## config.mk

```make
export PLATFORM = sky130hd
export DESIGN_NAME = ctrl_pipe_regs
export DESIGN_NICKNAME = d
export VERILOG_FILES = /design/src/rtl/ctrl_pipe_regs.sv
export SDC_FILE = /design/constraint.sdc
export NUM_CORES = 1
export LEC_CHECK = 0
export BUFFER_PORTS_ARGS = -buffer_cell sky130_fd_sc_hd__buf_2
export CORE_ASPECT_RATIO = 1.1
export CORE_MARGIN = 3
export CORE_UTILIZATION = 46
export DETAILED_ROUTE_END_ITERATION = 8
export PLACE_DENSITY = 0.79
export SYNTH_ARGS = -nofsm -noshare
export SYNTH_HDL_FRONTEND = slang
export SYNTH_SLANG_ARGS = --single-unit
```

## constraint.sdc

```tcl
create_clock -name clk -period 1.25 [get_ports clk]
set_input_delay 0.1875 -clock clk [delete_from_list [all_inputs] [get_ports clk]]
set_output_delay 0.1875 -clock clk [all_outputs]
set_load 0.03 [all_outputs]
```

## src/rtl/ctrl_pipe_regs.sv

```systemverilog
// Purpose : carries decoded control bundles from ID through the ID/EX, EX/MEM and MEM/WB registers.
// Latency : 1 clk to EX, 2 clks to MEM, 3 clks to WB; stall/flush insert a bubble into EX.
// Backpressure: mem_busy freezes every stage; optional CTRL_PERF_CNT_EN adds stall/flush counters.
module ctrl_pipe_regs #(
    parameter int CNT_W = 16
) (
    input  logic             clk,
    input  logic             rst_n,
    input  logic             id_valid,
    input  logic             stall,
    input  logic             flush,
    input  logic             mem_busy,
    input  logic [3:0]       id_ctrl_in,
    input  logic [5:0]       alu_ctrl_in,
    input  logic [6:0]       ex_ctrl_in,
    input  logic [4:0]       mem_ctrl_in,
    input  logic [1:0]       wr_ctrl_in,
    input  logic [4:0]       id_rw,
    input  logic             id_is_load,
    output logic             ex_valid,
    output logic [5:0]       ex_alu_ctrl,
    output logic [6:0]       ex_ex_ctrl,
    output logic [4:0]       ex_rw,
    output logic             ex_is_load,
    output logic             mem_valid,
    output logic [4:0]       mem_mem_ctrl,
    output logic [4:0]       mem_rw,
    output logic             mem_is_load,
    output logic             wb_valid,
    output logic             wb_wsrc,
    output logic [4:0]       wb_rw,
    output logic             wb_we,
    output logic [CNT_W-1:0] stall_cnt,
    output logic [CNT_W-1:0] flush_cnt
);

    // Everything EX and later stages still need; idCtrl is consumed in ID.
    typedef struct packed {
        logic       valid;
        logic [5:0] aluCtrl;
        logic [6:0] exCtrl;
        logic [4:0] memCtrl;
        logic [1:0] wrCtrl;
        logic [4:0] rw;
        logic       isLoad;
    } exBundle_t;

    // ALU and EX controls are dropped once the instruction leaves EX.
    typedef struct packed {
        logic       valid;
        logic [4:0] memCtrl;
        logic [1:0] wrCtrl;
        logic [4:0] rw;
        logic       isLoad;
    } memBundle_t;

    // Only writeback information survives into WB.
    typedef struct packed {
        logic       valid;
        logic [1:0] wrCtrl;
        logic [4:0] rw;
    } wbBundle_t;

    exBundle_t  idBundle;
    exBundle_t  exReg;
    memBundle_t memReg;
    wbBundle_t  wbReg;
    logic       bubbleIn;
    logic       advance;

    // The link bit of idCtrl already travels in ex_ctrl_in[2], so the
    // bundle itself is not stored; the reduction only marks it as seen.
    logic unusedIdCtrl;
    assign unusedIdCtrl = ^id_ctrl_in;

    // A frozen memory holds the whole pipe; stall and flush lose to it.
    assign advance  = ~mem_busy;
    assign bubbleIn = stall | flush | ~id_valid;

    // Build the ID/EX next value: a real bundle or an all-zero bubble.
    always_comb begin
        idBundle = '0;
        if (!bubbleIn) begin
            idBundle.valid   = 1'b1;
            idBundle.aluCtrl = alu_ctrl_in;
            idBundle.exCtrl  = ex_ctrl_in;
            idBundle.memCtrl = mem_ctrl_in;
            idBundle.wrCtrl  = wr_ctrl_in;
            idBundle.rw      = id_rw;
            idBundle.isLoad  = id_is_load;
        end
    end

    // ID/EX register: loads the ID bundle or a bubble unless memory is busy.
    always_ff @(posedge clk or negedge rst_n) begin
        if (!rst_n) begin
            exReg <= '0;
        end else if (advance) begin
            exReg <= idBundle;
        end
    end

    // EX/MEM register: bubbles in EX are already zero, so a plain copy keeps them clean.
    always_ff @(posedge clk or negedge rst_n) begin
        if (!rst_n) begin
            memReg <= '0;
        end else if (advance) begin
            memReg.valid   <= exReg.valid;
            memReg.memCtrl <= exReg.memCtrl;
            memReg.wrCtrl  <= exReg.wrCtrl;
            memReg.rw      <= exReg.rw;
            memReg.isLoad  <= exReg.isLoad;
        end
    end

    // MEM/WB register: carries the writeback select and destination.
    always_ff @(posedge clk or negedge rst_n) begin
        if (!rst_n) begin
            wbReg <= '0;
        end else if (advance) begin
            wbReg.valid  <= memReg.valid;
            wbReg.wrCtrl <= memReg.wrCtrl;
            wbReg.rw     <= memReg.rw;
        end
    end

    assign ex_valid     = exReg.valid;
    assign ex_alu_ctrl  = exReg.aluCtrl;
    assign ex_ex_ctrl   = exReg.exCtrl;
    assign ex_rw        = exReg.rw;
    assign ex_is_load   = exReg.isLoad;

    assign mem_valid    = memReg.valid;
    assign mem_mem_ctrl = memReg.memCtrl;
    assign mem_rw       = memReg.rw;
    assign mem_is_load  = memReg.isLoad;

    // r0 is hardwired, so a write aimed at it is never enabled.
    assign wb_valid     = wbReg.valid;
    assign wb_wsrc      = wbReg.wrCtrl[0];
    assign wb_rw        = wbReg.rw;
    assign wb_we        = wbReg.valid & wbReg.wrCtrl[1] & (wbReg.rw != 5'd0);

`ifdef CTRL_PERF_CNT_EN
    logic [CNT_W-1:0] stallCnt;
    logic [CNT_W-1:0] flushCnt;

    // Saturating bubble counters; flush wins when both requests arrive together.
    always_ff @(posedge clk or negedge rst_n) begin
        if (!rst_n) begin
            stallCnt <= '0;
            flushCnt <= '0;
        end else if (advance) begin
            if (flush) begin
                if (flushCnt != '1) begin
                    flushCnt <= flushCnt + CNT_W'(1);
                end
            end else if (stall) begin
                if (stallCnt != '1) begin
                    stallCnt <= stallCnt + CNT_W'(1);
                end
            end
        end
    end

    assign stall_cnt = stallCnt;
    assign flush_cnt = flushCnt;
`else
    assign stall_cnt = '0;
    assign flush_cnt = '0;
`endif

endmodule
```

Word-level counts from Yosys, hierarchy flattened --
Index checks and enable logic that the tools add are counted.
Word-level totals: bits in registers 49, input port bits 36, output and inout port bits 72, logic and storage cells 22
Operators by class: mux-type cells 1, bitwise gates (word level) 5, reduce and logical (&&, ||, !) cells 1
Operators with widths (number):
- $mux W27 | 1
- $reduce_bool A5 Y1 | 1
- $and A1 B1 Y1 | 2
- $or A1 B1 Y1 | 2
- $not A1 Y1 | 1

Logic depth before layout (Yosys ltp) --
Gate-level depths: netlist of the first run.
depth in word-level cells 3, depth in mapped cells 4, depth with buffers taken out 2

Least setup slack after synthesis of the first run --
Ideal clock, no wire load.
kind register -> output, start point register wbReg (netlist bit wb_rw[1]), end point output port wb_we, arrival 1.123 ns, required time 1.062 ns, slack -0.061 ns, cell stages (with the launch flop) 3, buffers on the path 0, cell sequence dfrtp_1 or3_1 o311a_1
On the way: cells in the longest elaborated chain, start to end 2
Ends and longest elaborated chain:
- start: declaration | RTL line 67 | wbBundle_t wbReg;
- $reduce_bool A5 Y1 | RTL line 142 | assign wb_we = wbReg.valid & wbReg.wrCtrl[1] & (wbReg.rw != 5'd0);
- $and A1 B1 Y1 | RTL line 142
- end: declaration | RTL line 32 | output logic wb_we,
No other way between the ends.

Worst setup path in the final report of the first run --
start point register wbReg (netlist bit wb_rw[3]), end point output port wb_we
Same word-level chain as after synthesis.

==> results.py, run 1 <==
metrics = {
    "status": {
        "outcome": "complete, but fails checks",
        "failed_checks": "negative setup slack",
    },
    "setup_path": {
        "start_kind": "register",
        "critical_path.endpoint_type": "primary output",
        "worstSetupPathType": "reg2out",
        "path_cells": "or3_4 > o311a_4 > buf_6",
        "rr_worst_depth": 2,
        "crit_arrival_ns": 1.52,
        "regToRegSetupSlack_ns": 0.36,
        "slowest_stage": "dfrtp_1",
        "r2r_start": "wb_rw[1]",
        "crit_fanout": 2,
        "cp_slowest_stage_delay_ns": 0.39,
        "crit_family": "flip-flops",
        "cp_data_required_time_ns": 1.06,
        "r2r-end": "wb_rw[1]",
        "cp_num_buf_inv": 1,
    },
    "clock_tree": {
        "numCtsBuffers": 5,
        "clockBufferDepth": 2,
        "cts.clk_slew.worst_paths_ns": 0.09,
        "htreeDepth": 2,
        "cts.sinks": 49,
        "cts_tree": "built",
        "cts_setup_buffers": 0,
        "root_buffer": "clkbuf_8",
        "clkLatencyLatePin_ns": 0.29,
    },
    "final_layout": {
        "diodes": 0,
        "layout_common_cells": "buf_2 (70), dfrtp_1 (49), conb_1 (32), a22o_1 (26), mux2_2 (22)",
        "design_area_sq_um": 2550,
        "drive_above_1_share_pct": 50.5,
        "layout.nets": 255,
        "finalNonFillerCells": 276,
        "final_common_cell": "buf_2",
        "synthToLayoutAreaGrowth_pct": 10.9,
        "fin_util_pct": 53.7,
    },
    "die": {
        "start_util_pct": 48.4,
        "core.rowCount": 26,
        "core_sq_um": 4750,
        "top_level_ports": 108,
        "die_x_um": 73.4,
        "die_y_um": 80.1,
        "die_area_sq_um": 5880,
    },
    "global_route": {
        "grt_pass1_wl_um": 5790,
        "grt_pass1_vias": 1138,
        "antenna_found_initial": 0,
        "grt_usage_pct": 13.2,
        "gr-total-overflow": 0,
        "grt-busiest-layer": "met2",
        "met1_usage_pct": 17.2,
        "met3_usage_pct": 4.63,
        "grt_max_degree": 50,
        "met2_usage_pct": 20.6,
    },
    "worst_hold_path": {
        "holdPathStages": 2,
        "hp-class": "in2reg",
        "whs_endpoint": "ex_rw[3]",
        "hp-start": "id_rw[3]",
    },
    "synthesis": {
        "yosysSeqAreaShare_pct": 53.3,
        "syn_area_sq_um": 2300,
        "post-synth-top-area-cell": "dfrtp_1",
        "synth.area.top_cells": "dfrtp_1 (53%), buf_4 (21%), mux2_2 (11%)",
        "synth_cell_types": 12,
        "synth.ff_latch_count": 49,
        "netlist_instances": 175,
        "synth_top_area_share_pct": 53.3,
        "yosys_warnings": 0,
        "avgSynthCellArea_sq_um": 13.1,
    },
    "timing": {
        "hold_viol_final": 0,
        "skew_ns": 0.00270,
        "post-route-period-util_pct": 137,
        "fmax_mhz": 585,
        "finalCriticalPeriod_ns": 1.71,
        "rsz0062_at_grt": "yes",
        "setup_viol": 1,
        "slew_violations": 0,
        "layout_setup_ws_ns": -0.460,
        "finalSetupTns_ns": -0.460,
    },
    "detailed_routing": {
        "vias": 1269,
        "dr.pass1.iters": 2,
        "postRouteAntennaNets": 0,
        "route.detailed.drc": 0,
        "first_iter_violations": 44,
        "wl_um": 3790,
        "routedWlPerCell_um": 13.7,
        "vias_per_cell": 4.60,
    },
    "placed_design": {
        "dp_cells": 267,
        "routabilityCongestion": 0.684,
        "post-dp-hpwl_um": 2740,
        "numPortBuffers": 71,
        "postPlaceCellArea_sq_um": 2410,
    },
    "power_and_ir_drop": {
        "vdd.ir_drop.worst_v": 0.000646,
        "leakage_nw": 1.46,
        "power_density_nw_per_um2": 1330,
    },
    "run": {
        "maxCapViolCount": 0,
    },
}
metrics by stage:
stage / power, W / setup WS, ns / hold WS (ns)
6_report: 0.00339 / -0.460 / 0.102
5_1_grt: 0.00357 / -0.514 / 0.0853
4_1_cts: 0.00344 / -0.466 / 0.0910
3_5_place_dp: 0.00227 / -0.194 / 0.197
3_3_place_gp: 0.00226 / -0.179 / 0.193
2_1_floorplan: 0.00222 / -0.0286 / -0.108
worst max-delay path by stage:
stage / startpoint / end / slack [ns] / depth (start not counted)
after floorplan: wb_rw[1] / wb_we / -0.03 / 2
after global placement: wb_rw[1] / wb_we / -0.18 / 3
after detailed placement: wb_rw[1] / wb_we / -0.19 / 3
after CTS: wb_rw[0] / wb_we / -0.47 / 3
after global routing: wb_rw[3] / wb_we / -0.51 / 3
final: wb_rw[3] / wb_we / -0.46 / 3
sequential cells by signal, summed over array words and instances (netlist names), 2 cells and up:
| name | flops |
|---|---|
| wb_rw | 5 |
| memReg | 2 |
| ex_ex_ctrl | 7 |
| ex_rw | 5 |
| mem_rw | 5 |
| ex_alu_ctrl | 6 |
| mem_mem_ctrl | 5 |
| exReg | 7 |
cells in the mapped netlist:
cell type / count
buf_4: 65
dfrtp_1: 49
a22o_1: 26
mux2_2: 22
buf_2: 4
buf_6: 3
a21o_1: 1
clkbuf_1: 1
conb_1: 1
nor4b_4: 1
o311a_1: 1
or3_1: 1
per-layer routing:
metal	routed length, um	share of wire (%)
met1	1660	44
met2	1800	47
met3	316	8.3
met4	14	0.37
met5	0	0
layout make-up:
type | count | area (sq um)
repair buffers | 79 | 474
fillers | 431 | 2200
clock buffers | 6 | 82.6
multi-input cells | 84 | 659
clock inverters | 2 | 37.5
flip-flops and latches | 49 | 1230
well taps | 56 | 70.1
logic make-up after synthesis:
kind of cell | share of synthesized area [%]
other | 0.163
multiplexers | 10.8
buffers and inverters | 23.7
AND/OR/NAND/NOR | 1.31
AO/OA/AOI/OAI | 10.7
flip-flops | 53.3
power by group:
group | switching, W | total, W | internal [W]
clock | 0.000498 | 0.00115 | 0.000650
combinational | 0.000370 | 0.000543 | 0.000173
sequential | 0.0000414 | 0.00169 | 0.00165
timing repair:
| item | CTS | global route |
|---|---|---|
| hold buffers | 1 | 0 |
| pin swaps | 1 | 1 |
| endpoints found under the hold margin | 49 | 0 |
| resized for setup | 3 | 0 |
| endpoints found under the setup margin | 1 | 1 |
(Power assumes the default switching activity.)
==> run 2: changes to the inputs <==
--- a/config.mk
+++ b/config.mk
@@ -8,9 +8,9 @@
 export BUFFER_PORTS_ARGS = -buffer_cell sky130_fd_sc_hd__buf_2
 export CORE_ASPECT_RATIO = 1.1
 export CORE_MARGIN = 3
-export CORE_UTILIZATION = 46
+export CORE_UTILIZATION = 45
 export DETAILED_ROUTE_END_ITERATION = 8
-export PLACE_DENSITY = 0.79
+export PLACE_DENSITY = 0.78
 export SYNTH_ARGS = -nofsm -noshare
 export SYNTH_HDL_FRONTEND = slang
 export SYNTH_SLANG_ARGS = --single-unit
==> results.py, run 2 (synthesis gave the netlist of run 1 again) <==
metrics = {
    "die": {
        "start_util_pct": 48.1,
        "core_sq_um": 4780,
        "die_area_sq_um": 6000,
        "top_level_ports": 108,
        "die_x_um": 74.1,
        "core.rowCount": 26,
        "die_y_um": 81.0,
    },
    "power_and_ir_drop": {
        "pwr-share-clk_pct": 28.8,
        "leakage_nw": 1.44,
        "p_int_w": 0.00226,
        "switchingPower_w": 0.000873,
        "p_sw_share_pct": 27.9,
        "p_comb_share_pct": 17.1,
        "vdd.ir_drop.worst_v": 0.000464,
        "power_density_nw_per_um2": 1250,
        "p_seq_share_pct": 54.1,
    },
    "clock_tree": {
        "clockBufferDepth": 2,
        "clkLatencyLatePin_ns": 0.29,
        "numCtsBuffers": 5,
        "cts.sinks": 49,
        "root_buffer": "clkbuf_8",
        "htreeDepth": 2,
        "cts_tree": "built",
        "cts.clk_slew.worst_paths_ns": 0.08,
    },
    "global_route": {
        "grt_pass1_wl_um": 5810,
        "antenna_found_initial": 0,
        "gr-total-overflow": 0,
        "grt_pass1_vias": 1166,
        "grt_max_degree": 50,
        "grt_usage_pct": 12.9,
    },
    "detailed_routing": {
        "route.detailed.drc": 0,
        "routedWlPerCell_um": 13.7,
        "postRouteAntennaNets": 0,
        "vias_per_cell": 4.61,
        "dr.pass1.iters": 2,
        "vias": 1269,
        "wl_um": 3780,
        "first_iter_violations": 33,
    },
    "status": {
        "outcome": "complete, but fails checks",
        "failed_checks": "negative setup slack",
    },
    "run": {
        "maxCapViolCount": 0,
    },
    "timing": {
        "finalCriticalPeriod_ns": 1.68,
        "rsz0062_at_grt": "yes",
        "fmax_mhz": 594,
        "hold_viol_final": 0,
        "layout_setup_ws_ns": -0.433,
        "setup_viol": 1,
        "post-route-period-util_pct": 135,
        "slew_violations": 0,
        "skew_ns": 0.00269,
        "holdWs_ns": 0.108,
    },
    "placed_design": {
        "numPortBuffers": 71,
        "postPlaceCellArea_sq_um": 2380,
        "dp_cells": 267,
        "post-dp-hpwl_um": 2760,
        "routabilityCongestion": 0.662,
    },
    "setup_path": {
        "crit_arrival_ns": 1.50,
        "start_kind": "register",
        "crit_fanout": 2,
        "critical_path.endpoint_type": "primary output",
        "cp_data_required_time_ns": 1.06,
        "worstSetupPathType": "reg2out",
        "rr_worst_depth": 2,
    },
    "worst_hold_path": {
        "hp-class": "in2reg",
        "holdPathStages": 2,
    },
    "final_layout": {
        "multi_input_area_sq_um": 659,
        "final_common_cell": "buf_2",
        "diodes": 0,
        "drive_above_1_share_pct": 49.8,
        "synthToLayoutAreaGrowth_pct": 8.66,
        "fillers": 425,
        "layout_common_cells": "buf_2 (69), dfrtp_1 (49), conb_1 (32), a22o_1 (26), mux2_2 (22)",
        "regArea_sq_um": 1230,
        "finalNonFillerCells": 275,
        "design_area_sq_um": 2500,
        "layout.nets": 255,
    },
}
==> run 2: cell types whose count changed in the layout (fill, tap and decap cells not counted), sizes merged <==
cell / delta
bufinv: -1
clkinvlp: -1
clkbuf: +1
==> run 2: what timing repair did <==
item,4_1_cts,5_1_grt
setup endpoints to repair,1,2
endpoints found under the hold margin,49,0
pin swaps,1,0
cloned,0,0
resized for setup,4,1
buffers inserted,1,0
hold buffers,1,0
==> run 2: path summary, 6_finish.rpt <==
path / from / endpoint / slack [ns]
max in group asynchronous: rst_n / ex_ex_ctrl[6] / 0.62
setup / recovery: wb_rw[3] / wb_we / -0.43
setup reg to reg: wb_rw[0] / wb_rw[0] / 0.36
hold / removal: alu_ctrl_in[0] / ex_alu_ctrl[0] / 0.11
min in group asynchronous: rst_n / mem_mem_ctrl[4] / 0.42
hold reg to reg: mem_mem_ctrl[3] / mem_mem_ctrl[3] / 0.51
==> run 2: through the flow <==
stage          utilization (%)  setup slack [ns]  total power, W  setup TNS, ns
4_1_cts                   52.3            -0.449         0.00318         -0.449
6_report                  52.2            -0.433         0.00313         -0.433
5_1_grt                   52.2            -0.483         0.00330         -0.483
3_5_place_dp              49.8            -0.154         0.00226         -0.154
2_1_floorplan                -           -0.0286         0.00222        -0.0286
3_3_place_gp              49.8            -0.139         0.00225         -0.139
==> run 2: cell type report <==
class	instances	share of cell area, %
tap	56	2.81
sequential	49	49.1
multi-input combinational	84	26.4
timing repair buffer	79	18.2
clock buffer	7	3.46
==> run 2: critical path, stage by stage (launching register included) <==
cell	delay, ns
dfrtp_1	0.38
or3_4	0.38
o311a_4	0.31
buf_6	0.14
==> run 2: power by group through the flow <==
stage / logic, W / clock network [W] / registers, W
2_1_floorplan: 0.000479 / 0 / 0.00174
3_3_place_gp: 0.000524 / 0 / 0.00172
3_5_place_dp: 0.000533 / 0 / 0.00173
4_1_cts: 0.000541 / 0.000944 / 0.00170
5_1_grt: 0.000576 / 0.00102 / 0.00170
6_report: 0.000536 / 0.000903 / 0.00169
==> run 2: metal layers <==
layer | share of wire, % | global-route usage (%) | vias up
li1 | - | - | 592
met1 | 39 | 15.1 | 618
met2 | 52 | 21.9 | 54
met3 | 7.9 | 4.21 | 5
met4 | 1.0 | 4.35 | 0
met5 | 0 | 0 | -
